## src/rtl/acorn_phase_ctrl.sv

```systemverilog
// acorn_phase_ctrl: sequences ACORN AEAD phases and decodes per-step m/ca/cb/tag controls.
module acorn_phase_ctrl (
   input  logic         clk,
   input  logic         rst,
   input  logic         start,
   input  logic [127:0] key,
   input  logic [127:0] iv,
   input  logic [11:0]  ad_len,
   input  logic [11:0]  pt_len,
   input  logic         din,
   input  logic         din_valid,
   output logic         din_ready,
   output logic         step_en,
   output logic         m_bit,
   output logic         ca,
   output logic         cb,
   output logic [2:0]   phase,
   output logic         tag_en,
   output logic         busy,
   output logic         done
);
   typedef enum logic [2:0] {
      S_IDLE, S_INIT, S_AD, S_AD_PAD, S_ENC, S_ENC_PAD, S_FINAL, S_DONE
   } state_t;
   state_t      r_state, w_next;
   logic [11:0] r_cnt, r_ad_len, r_pt_len;
   always_ff @(posedge clk or posedge rst) begin
      if (rst) begin
         r_state  <= S_IDLE;
         r_cnt    <= '0;
         r_ad_len <= '0;
         r_pt_len <= '0;
      end else begin
         r_state <= w_next;
         r_cnt   <= (w_next != r_state) ? '0 : r_cnt + {11'd0, step_en};
         if (r_state == S_IDLE && start) begin
            r_ad_len <= ad_len;
            r_pt_len <= pt_len;
         end
      end
   end
   assign phase = r_state;
   assign busy  = r_state != S_IDLE;
   always_comb begin
      w_next    = r_state;
      step_en   = 1'b0;
      m_bit     = 1'b0;
      ca        = 1'b0;
      cb        = 1'b0;
      tag_en    = 1'b0;
      din_ready = 1'b0;
      done      = 1'b0;
      case (r_state)
         S_IDLE: w_next = start ? S_INIT : S_IDLE;
         S_INIT: begin
            step_en = 1'b1;
            ca      = 1'b1;
            cb      = 1'b1;
            // key, then iv, then key repeated with the first bit of the third pass inverted
            m_bit   = (r_cnt < 12'd128) ? key[r_cnt[6:0]] :
                      (r_cnt < 12'd256) ? iv[r_cnt[6:0]] :
                      key[r_cnt[6:0]] ^ (r_cnt == 12'd256);
            if (r_cnt == 12'd1791) w_next = (r_ad_len == '0) ? S_AD_PAD : S_AD;
         end
         S_AD: begin
            din_ready = 1'b1;
            step_en   = din_valid;
            m_bit     = din & din_valid;
            ca        = din_valid;
            cb        = din_valid;
            if (din_valid && r_cnt == r_ad_len - 12'd1) w_next = S_AD_PAD;
         end
         S_AD_PAD: begin
            step_en = 1'b1;
            m_bit   = r_cnt == '0;
            ca      = ~r_cnt[7];
            cb      = 1'b1;
            if (r_cnt == 12'd255) w_next = (r_pt_len == '0) ? S_ENC_PAD : S_ENC;
         end
         S_ENC: begin
            din_ready = 1'b1;
            step_en   = din_valid;
            m_bit     = din & din_valid;
            ca        = din_valid;
            if (din_valid && r_cnt == r_pt_len - 12'd1) w_next = S_ENC_PAD;
         end
         S_ENC_PAD: begin
            step_en = 1'b1;
            m_bit   = r_cnt == '0;
            ca      = ~r_cnt[7];
            if (r_cnt == 12'd255) w_next = S_FINAL;
         end
         S_FINAL: begin
            step_en = 1'b1;
            ca      = 1'b1;
            cb      = 1'b1;
            tag_en  = r_cnt >= 12'd640;
            if (r_cnt == 12'd767) w_next = S_DONE;
         end
         S_DONE: begin
            done   = 1'b1;
            w_next = S_IDLE;
         end
         default: w_next = S_IDLE;
      endcase
   end
endmodule

```

## config.mk

```make
export PLATFORM = sky130hd
export DESIGN_NAME = acorn_phase_ctrl
export DESIGN_NICKNAME = d
export VERILOG_FILES = /design/src/rtl/acorn_phase_ctrl.sv
export SDC_FILE = /design/constraint.sdc
export NUM_CORES = 1
export LEC_CHECK = 0
export CORE_ASPECT_RATIO = 1.75
export CORE_MARGIN = 4
export CORE_UTILIZATION = 42
export DETAILED_ROUTE_END_ITERATION = 12
export GPL_TIMING_DRIVEN = 0
export HOLD_SLACK_MARGIN = 0.02
export PLACE_DENSITY = 0.88
export SLEW_MARGIN = 20
export SYNTH_ARGS = -nofsm -noshare
export SYNTH_HDL_FRONTEND = slang
export SYNTH_SLANG_ARGS = --single-unit
export TNS_END_PERCENT = 20
```

## constraint.sdc

```tcl
create_clock -name clk -period 5.4 [get_ports clk]
set_input_delay 1.08 -clock clk [delete_from_list [all_inputs] [get_ports clk]]
set_output_delay 1.08 -clock clk [all_outputs]
set_load 0.02 [all_outputs]
```

==> impl_metrics.tcl <==
set metrics [dict create \
    status "finished clean" \
    min_period_over_period_pct 92.24 \
    synthToLayoutAreaGrowth_pct 64.95 \
    io_buffers 295 \
    routedWlPerCell_um 24.38 \
    synth_top_area_share_pct 23.48 \
    tritoncts "built" \
    clk_pin_slew_worst_paths_ns 0.06 \
    grt_pass1_vias 6532 \
    critPathMaxFanout 10 \
    ys_warn_count 0 \
    drive_above_1_share_pct 14.84 \
    synth_area_leaders "mux4_2 23%, dfrtp_1 19%, mux2i_1 7.3%, mux2_2 4.4%, xnor2_1 4.0%" \
    grt_setup_unrepaired "no" \
    synthArstFlopShare_pct 100.0 \
    die_h_um 153.5 \
    skew_ns 0.004421 \
    max_freq_ghz 0.2008 \
    coreArea_um2 11710 \
    first_iter_violations 444 \
    syn_area_per_cell_um2 9.683 \
    start_kind "flip-flop" \
    drtPass1Iterations 8 \
    ioPinCount 296 \
    clock-root-buffer "clkbuf_16" \
    fin_crit_ns 4.981 \
    post_cts_buffers 0 \
    fin_total_pwr_mw 0.9790 \
    start_util_pct 43.41 \
    drt_wl_total_mm 23.50 \
    r2r-start "phase[2]" \
    synth.largest_area_cell "mux4_2" \
    antenna_found_initial 0 \
    hpwl_mm 19.96 \
    end_kind "primary output" \
    synth_seq_cells 39 \
    synth_flop_cell "dfrtp_1" \
    synth_most_common_cell "mux4_2" \
    syn_inst 525 \
    crit_type "reg -> out" \
    grt_use_total_pct 32.69 \
    slew_headroom_pct 46.13 \
    ys_top_cells_by_count "53 x mux4_2, 47 x nor2_1, 46 x nand2_1" \
    htree_levels 2 \
    cts.sinks 39 \
    powerDensity_nw_per_um2 116.7 \
    critPathCapture "m_bit" \
    ant_nets 0 \
    slew_viol_final 0 \
    grt_max_degree 33 \
    clk_latency_ns 0.29 \
    nFillCells 873 \
    setup_violations 0 \
    vias_per_cell 6.165 \
    worst_pin_slew_ns 0.8062 \
    cts_buffer_depth 2 \
    final-hold-violation-count 0 \
    drv_cap 0 \
    ir_drop_mv 0.09183 \
    cts-resized-gates 0 \
    die_x_um 91.17 \
    drc 0 \
    grt_pass1_wl_mm 35.02 \
    crit_start "r_cnt[2]" \
    ys_seq_area_share_pct 19.20 \
    r2r_setup_slack_ns 2.11 \
    r2r_cells 14 \
    floorplan.rows 52 \
    numCtsBuffers 5 \
    synth.distinct_cells 66 \
    finalNetCount 1117 \
    gr-total-overflow 0 \
    synth_nets 814 \
    num_vias 5943 \
    reg2reg_to "r_cnt[11]" \
    die-area_um2 14000 \
    gp_congestion 0.9781 \
    synth_edf_count 0 \
    hold_buffers 0 \
    tns_ns 0 \
    p_leak_nw 3.354 \
    required_ns 4.32 \
    diodes 0 \
    synth_area_um2 5084 \
    hold_class "reg -> reg" \
    arrival_ns 3.90 \
]
-- worst max-delay path, cell delays in order (launching register included) --
cell	delay [ns]
dfrtp_1	0.32
buf_4	0.19
buf_4	0.23
buf_2	0.28
buf_1	0.50
mux2i_1	0.20
a2111oi_0	0.42
o21ai_0	0.17
o211a_1	0.16
o32ai_1	0.42
clkdlybuf4s50_1	0.68
-- flip-flops by register name, summed over array words and instances (netlist names) --
signal and cells:
r_pt_len 12, r_ad_len 12, r_cnt 12, phase 3
-- metal layers --
metal	vias to the layer above	wire length (um)	track usage [%]
met4	0	1347	17.63
met5	-	0	0
met2	416	12360	60.26
met3	93	1948	5.868
met1	2820	7845	34.70
li1	2614	-	-
-- report_power, final --
group	switching, mW	internal, mW	total [mW]
Sequential	0.0118	0.302	0.314
Combinational	0.0929	0.249	0.342
Clock	0.127	0.197	0.323
-- metrics by stage --
stage / cells / util [%] / hold slack [ns] / instance area (um^2) / setup slack, ns
3_3_place_gp: 955 / 70.06 / 0.5395 / 8205 / 0.5503
2_1_floorplan: 525 / - / 0.5153 / 5084 / 1.629
6_report: 964 / 71.60 / 0.5594 / 8386 / 0.4190
4_1_cts: 964 / 71.60 / 0.5627 / 8386 / 0.5101
5_1_grt: 964 / 71.60 / 0.5834 / 8386 / 0.3464
3_5_place_dp: 956 / 70.24 / 0.5519 / 8225 / 0.5518
-- cells by family (layout without fill, tap and decap cells) --
logic type	count (synthesis)	after routing	synth area share, %
AND/OR/NAND/NOR	181	181	18.36
AO/OA/AOI/OAI	91	91	12.38
XOR/XNOR	37	37	6.375
adder cells (fa/ha/maj)	5	5	1.181
buffers and inverters	62	366	7.310
flip-flops	39	39	19.20
multiplexers	110	110	35.20
-- cells in the final DEF (no fill, tap or decap), types with 4 or more instances in the layout --
cell type        synthesis  layout
a22oi_1                  7       7
ha_1                     4       4
a21oi_1                 18      18
mux2_2                  20      20
nor3_1                   6       6
mux4_2                  53      53
xnor2_1                 23      23
nor2_1                  47      47
buf_2                    7       7
nand3_1                 15      15
nor4_1                  10      10
clkbuf_8                 4       6
clkbuf_16                0       5
and2_1                   5       5
inv_1                   13      12
nand2b_1                12      12
xor2_1                  14      14
clkbuf_1                20      20
or3_1                    5       5
a2111oi_0                4       4
buf_4                    6       6
a221oi_1                 5       5
nor2b_1                  5       5
a31oi_1                  5       5
nand4_1                  7       7
dfrtp_1                 39      39
mux2i_1                 37      37
buf_6                    9       9
a211oi_1                 4       4
nand2_1                 46      46
o21ai_0                 19      19
clkdlybuf4s50_1          0     295
-- how the worst min path moves through the flow --
stage | from | end | slack (ns) | cells after the start
finish | r_pt_len[9] | r_pt_len[9] | 0.56 | 1
global route | r_pt_len[9] | r_pt_len[9] | 0.58 | 1
CTS | r_pt_len[9] | r_pt_len[9] | 0.56 | 1
detailed placement | r_pt_len[9] | r_pt_len[9] | 0.55 | 1
global placement | r_pt_len[9] | r_pt_len[9] | 0.54 | 1
floorplan | r_pt_len[6] | r_pt_len[6] | 0.52 | 1
-- layout make-up --
class,count,area (um^2),area share (%)
multi-input cells,424,3736,44.55
flip-flops and latches,39,975.9,11.64
plain buffers,48,319.1,3.805
repair buffers,296,2973,35.45
well taps,135,168.9,2.014
clock buffers,7,152.6,1.820
clock inverters,1,7.507,0.08953
inverters,14,52.55,0.6267
No activity file was read; power rests on OpenSTA's default activity.
